`src/rtl/microwave_cook_timer.sv`:
```
// microwave_cook_timer: BCD MM:SS cook-time controller with keypad entry,
// prescaled one-second countdown, magnetron gating and a latched done flag.
//   clock        system clock, rising edge
//   clear_n      asynchronous active-low reset
//   digit_valid  one-cycle keypad strobe; digit is the BCD key value
//   start/stop   one-cycle start/resume and stop/pause/cancel requests
//   door_closed  1 = door closed; settled = front-panel inputs stable
//   min_tens..sec_ones  BCD display digits
//   state        0 IDLE, 1 SET, 2 COOK, 3 PAUSE
//   magnetron_on heater enable; done = cook-complete flag
module microwave_cook_timer #(
    parameter int TICK_DIV = 1000
) (
    input  logic       clock,
    input  logic       clear_n,
    input  logic       digit_valid,
    input  logic [3:0] digit,
    input  logic       start,
    input  logic       stop,
    input  logic       door_closed,
    input  logic       settled,
    output logic [3:0] min_tens,
    output logic [3:0] min_ones,
    output logic [3:0] sec_tens,
    output logic [3:0] sec_ones,
    output logic [1:0] state,
    output logic       magnetron_on,
    output logic       done
);
    localparam int PW = $clog2(TICK_DIV);
    localparam logic [1:0] IDLE = 2'd0, SET = 2'd1, COOK = 2'd2, PAUSE = 2'd3;
    localparam logic [PW-1:0] TICK_LAST = PW'(TICK_DIV - 1);

    logic [1:0]    state_q, state_d;
    logic [15:0]   time_q, time_d, time_dec;
    logic [PW-1:0] presc_q, presc_d;
    logic          done_q, done_d;
    logic          tick, time_zero, start_ok;

    assign tick      = presc_q == TICK_LAST;
    assign time_zero = time_q == 16'h0000;
    assign start_ok  = door_closed && settled &&
                       ((state_q == SET && !time_zero) ||
                        (state_q == IDLE && time_zero) ||
                        state_q == PAUSE);

    // Seconds are decremented digit-wise, so values above 59 count down literally
    always_comb begin
        time_dec = time_q;
        if (time_q[3:0] != 4'd0)
            time_dec[3:0] = time_q[3:0] - 4'd1;
        else if (time_q[7:4] != 4'd0)
            time_dec[7:0] = {time_q[7:4] - 4'd1, 4'd9};
        else begin
            time_dec[7:0]  = 8'h59;
            time_dec[15:8] = (time_q[11:8] != 4'd0) ? {time_q[15:12], time_q[11:8] - 4'd1}
                                                    : {time_q[15:12] - 4'd1, 4'd9};
        end
    end

    always_ff @(posedge clock or negedge clear_n) begin
        if (!clear_n) begin
            state_q <= IDLE;
            time_q  <= '0;
            presc_q <= '0;
            done_q  <= 1'b0;
        end else begin
            state_q <= state_d;
            time_q  <= time_d;
            presc_q <= presc_d;
            done_q  <= done_d;
        end
    end

    // Event priority: stop, then door open during COOK, then start, then digit.
    // The countdown runs in COOK whenever neither stop nor door-open intervened.
    always_comb begin
        state_d = state_q;
        time_d  = time_q;
        presc_d = presc_q;
        done_d  = done_q;
        if (stop) begin
            done_d = 1'b0;
            if (state_q == COOK)
                state_d = PAUSE;
            else begin
                state_d = IDLE;
                time_d  = '0;
            end
        end else if (!door_closed && state_q == COOK)
            state_d = PAUSE;
        else begin
            if (start) begin
                done_d = 1'b0;
                if (start_ok) begin
                    state_d = COOK;
                    presc_d = '0;
                    if (state_q == IDLE)
                        time_d = 16'h0030;
                end
            end else if (digit_valid && digit <= 4'd9 && (state_q == IDLE || state_q == SET)) begin
                time_d  = {time_q[11:0], digit};
                state_d = SET;
                done_d  = 1'b0;
            end
            if (state_q == COOK) begin
                presc_d = tick ? '0 : presc_q + 1'b1;
                if (tick) begin
                    time_d = time_dec;
                    if (time_dec == 16'h0000) begin
                        state_d = IDLE;
                        done_d  = 1'b1;
                    end
                end
            end
        end
    end

    always_comb begin
        magnetron_on = state_q == COOK && door_closed;
        state        = state_q;
        done         = done_q;
        {min_tens, min_ones, sec_tens, sec_ones} = time_q;
    end
endmodule

```
`config.mk`:
```
export PLATFORM = sky130hd
export DESIGN_NAME = microwave_cook_timer
export DESIGN_NICKNAME = d
export VERILOG_FILES = /design/src/rtl/microwave_cook_timer.sv
export SDC_FILE = /design/constraint.sdc
export NUM_CORES = 1
export LEC_CHECK = 0
export ABC_CLOCK_PERIOD_IN_PS = 2300
export CAP_MARGIN = 5
export CORE_MARGIN = 10
export CORE_UTILIZATION = 50
export DETAILED_ROUTE_END_ITERATION = 10
export PLACE_DENSITY = 0.75
export REMOVE_ABC_BUFFERS = 1
export SYNTH_ARGS = -nofsm -noshare
export SYNTH_HDL_FRONTEND = slang
export SYNTH_SLANG_ARGS = --single-unit
```
`constraint.sdc`:
```
create_clock -name clock -period 2.3 [get_ports clock]
set_input_delay 0.345 -clock clock [delete_from_list [all_inputs] [get_ports clock]]
set_output_delay 0.345 -clock clock [all_outputs]
set_load 0.03 [all_outputs]
```
== Word-level counts from Yosys, hierarchy flattened ==
Cells that the tools add are included.
Widths: inputs -> output; s select.

* Bits in registers: 29
* Latch bits: 0
* Memory bits (writable): 0
* ROM bits: 0
* Bits of input ports: 11
* Output and inout port bits: 20
* Logic and storage cells: 75
* Memories: 0

* Add/subtract/negate cells: 5
* $mul: 0
* Div/mod/pow operators: 0
* Magnitude comparators: 1
* Equal/unequal tests: 6
* Shifts and indexed selects: 0
* Mux-type cells: 34
* Bitwise logic cells: 2
* Reductions and logical operators: 23

{| class="wikitable"
|+ Operators with widths
! cell !! number
|-
| $mux 16 || 9
|-
| $mux 10 || 4
|-
| $logic_not 16->1 || 2
|-
| $mux 8 || 3
|-
| $mux 2 || 9
|-
| $sub 4x1->4 const B || 4
|-
| $mux 12 || 1
|-
| $reduce_bool 4->1 || 3
|-
| $add 10x1->10 const B || 1
|-
| $eq 10x10->1 const B || 1
|-
| $logic_and 1x1->1 || 8
|-
| $mux 1 || 7
|-
| $eq 2x2->1 const B || 2
|-
| $le 4x4->1 const B || 1
|-
| $mux 4 || 1
|-
| $ne 2x2->1 const B || 2
|-
| $reduce_and 4->1 || 1
|-
| $reduce_bool 2->1 || 2
|-
| $logic_or 1x1->1 || 3
|-
| $eq 2x1->1 const B || 1
|-
| $logic_not 1->1 || 2
|-
| $logic_not 2->1 || 1
|-
| $not 1->1 || 2
|-
| $reduce_and 2->1 || 1
|}

== Longest topological paths before layout ==
* Word-level depth: 13
* Depth in mapped cells: 9
* Mapped depth without buffers: 8

== Worst setup path after synthesis ==
No wires, ideal clock.

* Kind: register to register
* Start point: register time_q[5]
* End point: register presc_q[5]
* Library setup time: 0.127 ns
* Arrival: 2.042 ns
* Required time: 2.173 ns
* Setup slack: 0.131 ns
* Cell stages (with the launch flop): 9
* Buffers on the path: 2
* Period minus slack after synthesis: 2.169 ns
* Path through: dfrtp_1 > buf_2 > nor4_4 > nand4_2 > nor4_2 > a211oi_2 > buf_4 > o21ai_1 > o41ai_1

* Cells in the longest elaborated chain, start to end: 8
* Elaborated cells between the ends (all ways): 9
* Those cells by class: reduce/logical (9)

{| class="wikitable"
|+ RTL lines
! element !! RTL line !! RTL
|-
| start: declaration || 35 || <nowiki>logic [15:0] time_q, time_d, time_dec;</nowiki>
|-
| start signal: assignment || 69 || <nowiki>time_q <= time_d;</nowiki>
|-
| $logic_not 16->1 * || 41 || <nowiki>assign time_zero = time_q == 16'h0000;</nowiki>
|-
| $logic_not 1->1 || 43 || <nowiki>((state_q == SET && !time_zero) ||</nowiki>
|-
| $logic_and 1x1->1 || 43 ||
|-
| $logic_or 1x1->1 * || 43 ||
|-
| $logic_or 1x1->1 * || 44 || <nowiki>(state_q == IDLE && time_zero) ||</nowiki>
|-
| $logic_and 1x1->1 * || 42 || <nowiki>assign start_ok = door_closed && settled &&</nowiki>
|-
| $reduce_bool 2->1 (no source line) * || -- ||
|-
| $reduce_and 4->1 (no source line) * || -- ||
|-
| end signal: assignment || 70 || <nowiki>presc_q <= presc_d;</nowiki>
|-
| end: declaration || 36 || <nowiki>logic [PW-1:0] presc_q, presc_d;</nowiki>
|}

Every way passes the cells marked *; elsewhere a longest branch is shown, timed or not.
A chain may end at the register's enable or synchronous reset.

== Worst setup path after layout ==
* Start point: register time_q[9]
* End point: register presc_q[4]

The elaborated chain is that of the path after synthesis.

==> flow_summary.yaml <==
grt:
  antenna_found_initial: 0
  grt_max_degree: 30
  grt_pass1_wl_mm: 10.6
  grt_overflow: 0
  first_global_vias: 2145
  grt_use_total_pct: 17.7
synthesis:
  avgSynthCellArea_um2: 8.14
  ys_seq_area_share_pct: 34.7
  syn_inst: 257
  netlist_area_mm2: 0.00209
  yosysWarningCount: 0
  synth_area_leader_cell: "dfrtp_1"
  synth_cell_types: 49
  synthTopCellsByArea: "dfrtp_1 (35%), o21ai_0 (7.2%), nand2_1 (4.7%)"
  ys_ff_latch: 29
  synth_top_area_share_pct: 34.7
setup_path:
  slowest_delay_ns: 0.45
  critPathKind: "flip-flop to flip-flop"
  crit_fanout: 8
  reg2regPathDepth: 8
  crit_path_end_kind: "flip-flop"
  cp_top_family: "simple AND/OR/NAND/NOR gates"
  rrSetupSlack_ns: 0.15
  crit_buf_inv: 2
  cp_data_required_time_ns: 2.48
  r2r_end: "presc_q[4]"
  start_kind: "flip-flop"
  crit_slowest_cell: "dfrtp_1"
  r2r-start: "time_q[9]"
  crit_chain: "nor4_2 -> buf_4 -> nand4_2 -> nor4_2 -> a211oi_2 -> buf_4 -> a21o_1 -> a21o_1"
  critPathArrivalTime_ns: 2.33
timing:
  finalMaxSlewViolations: 0
  rsz0062_at_grt: "false"
  fin_crit_sh_pct: 93.4
  relSlewSlack_pct: 68.6
  worstMarginPinSlew_ns: 0.469
  fmax_mhz: 466
  skew_ns: 0.00229
  min_period_ns: 2.15
  hold_viol_final: 0
  setup_slack_ns: 0.153
  setup_viol: 0
clock_network:
  h-tree-depth: 2
  path_clk_slew_ns: 0.06
  cts_sinks: 29
  clockRootBuffer: "clkbuf_8"
  cts-resized-gates: 0
  clkLatencyLatePin_ns: 0.29
  cts_tree: "yes"
  cts_setup_buffers: 0
  cts_buffer_depth: 2
  hold_buffers: 0
  cts_buffers: 5
die:
  coreArea_mm2: 0.00403
  io_pins: 31
  die_h_um: 84.7
  dieArea_mm2: 0.00717
  die_width_um: 84.7
  rows: 23
  start_util_pct: 52.0
placement:
  gp_congestion: 0.877
  numPortBuffers: 30
  pre_cts_ws_ns: 0.0620
  hpwlAfterDp_mm: 4.63
drt:
  drt_iter0_markers: 396
  wl_mm: 6.36
  viasPerCell: 6.32
  drc: 0
  num_vias: 2282
  dr.pass1.iters: 5
  ant_nets: 0
  wl_per_cell_um: 17.6
pwr:
  powerDensity_mw_per_mm2: 542
  p_leak_nw: 1.23
  p_total_mw: 1.48
  ir_worst_vdd_mv: 0.369
job:
  drv_cap: 0
layout:
  area_growth_syn_to_layout_pct: 30.0
  insertedDiodeCount: 0
  drive_above_1_share_pct: 18.0
  nets: 325
  final_common_cell: "buf_4"
  layout_common_cells: "buf_4 (33), o21ai_0 (30), dfrtp_1 (29), clkdlybuf4s50_1 (29), nand2_1 (26)"
outcome:
  status: "completed"
worst_hold_path:
  hp-class: "input pin to async pin"
-- cells in the mapped netlist, drive strengths merged --
| master | instances |
|---|---|
| a211o | 1 |
| a211oi | 4 |
| a21bo | 1 |
| a21o | 3 |
| a21oi | 14 |
| a31o | 1 |
| a31oi | 1 |
| a32o | 3 |
| and2 | 4 |
| and3 | 4 |
| buf | 7 |
| clkbuf | 9 |
| dfrtp | 29 |
| ha | 3 |
| inv | 4 |
| mux2 | 5 |
| mux2i | 6 |
| nand2 | 26 |
| nand2b | 2 |
| nand3 | 14 |
| nand4 | 6 |
| nand4b | 1 |
| nor2 | 24 |
| nor2b | 1 |
| nor3 | 9 |
| nor3b | 1 |
| nor4 | 8 |
| nor4b | 1 |
| nor4bb | 1 |
| o211a | 1 |
| o211ai | 1 |
| o21a | 2 |
| o21ai | 42 |
| o22ai | 3 |
| o31ai | 5 |
| o32ai | 1 |
| o41ai | 2 |
| or2 | 2 |
| or2b | 1 |
| or4 | 1 |
| xor2 | 3 |
-- kinds of logic (layout without fill, tap and decap cells) --
family / count (synthesis) / in the layout / synth area share [%]
buffers and inverters: 20 / 74 / 4.42
adders and majority gates: 3 / 3 / 1.79
and+or+nand+nor: 106 / 106 / 27.3
muxes: 11 / 11 / 5.56
DFF: 29 / 29 / 34.7
xor gates and xnor gates: 3 / 3 / 1.26
AOI/OAI and AO/OA: 85 / 85 / 25.0
-- layer usage --
metal / global-route usage [%] / wire (um) / vias up
li1: - / - / 1053
met1: 22.8 / 2840 / 1087
met2: 27.4 / 2810 / 122
met3: 5.51 / 583 / 20
met4: 5.69 / 120 / 0
met5: 0 / 0 / -
-- stage by stage --
| step | setup TNS, ns | area (um^2) | std cells | utilization (%) | hold slack (ns) |
|---|---|---|---|---|---|
| floorplan | -2.12 | 2020 | 241 | - | 0.0494 |
| global placement | 0 | 2630 | 354 | 65.2 | 0.468 |
| detailed placement | 0 | 2630 | 354 | 65.2 | 0.472 |
| CTS | 0 | 2710 | 361 | 67.3 | 0.464 |
| global route | 0 | 2720 | 361 | 67.5 | 0.479 |
| finish | 0 | 2720 | 361 | 67.5 | 0.448 |
-- state kept, by name (all words and copies together) (netlist names) --
register and cells:
time_q 16, done 1, state 2, presc_q 10
-- worst max-delay path by stage --
stage	from	endpoint	cells after the start	slack, ns
2_1_floorplan	state[1]	time_q[10]	6	-0.30
5_1_grt	state[1]	presc_q[5]	7	0.04
6_report	time_q[9]	presc_q[4]	8	0.15
4_1_cts	state[0]	magnetron_on	3	0.04
3_3_place_gp	digit[2]	time_q[7]	7	0.11
3_5_place_dp	digit[2]	time_q[4]	7	0.06
-- worst register-to-register path: stages (launching register included) --
cell and delay [ns]:
dfrtp_1 0.45, nor4_2 0.30, buf_4 0.19, nand4_2 0.16, nor4_2 0.36, a211oi_2 0.09, buf_4 0.19, a21o_1 0.15
a21o_1 0.16
-- final cells by class --
class / instances / area (um^2)
Clock buffer: 7 / 86.3
Sequential cell: 29 / 726
Fill cell: 368 / 1310
Tap cell: 50 / 62.6
Timing Repair Buffer: 63 / 551
Multi-Input combinational cell: 208 / 1280
Inverter: 4 / 15.0
-- report_power, final --
part	switching, mW	internal (mW)
logic	0.267	0.205
registers	0.0341	0.537
clock network	0.196	0.237
Note: power is estimated with default switching activity, not from simulation.
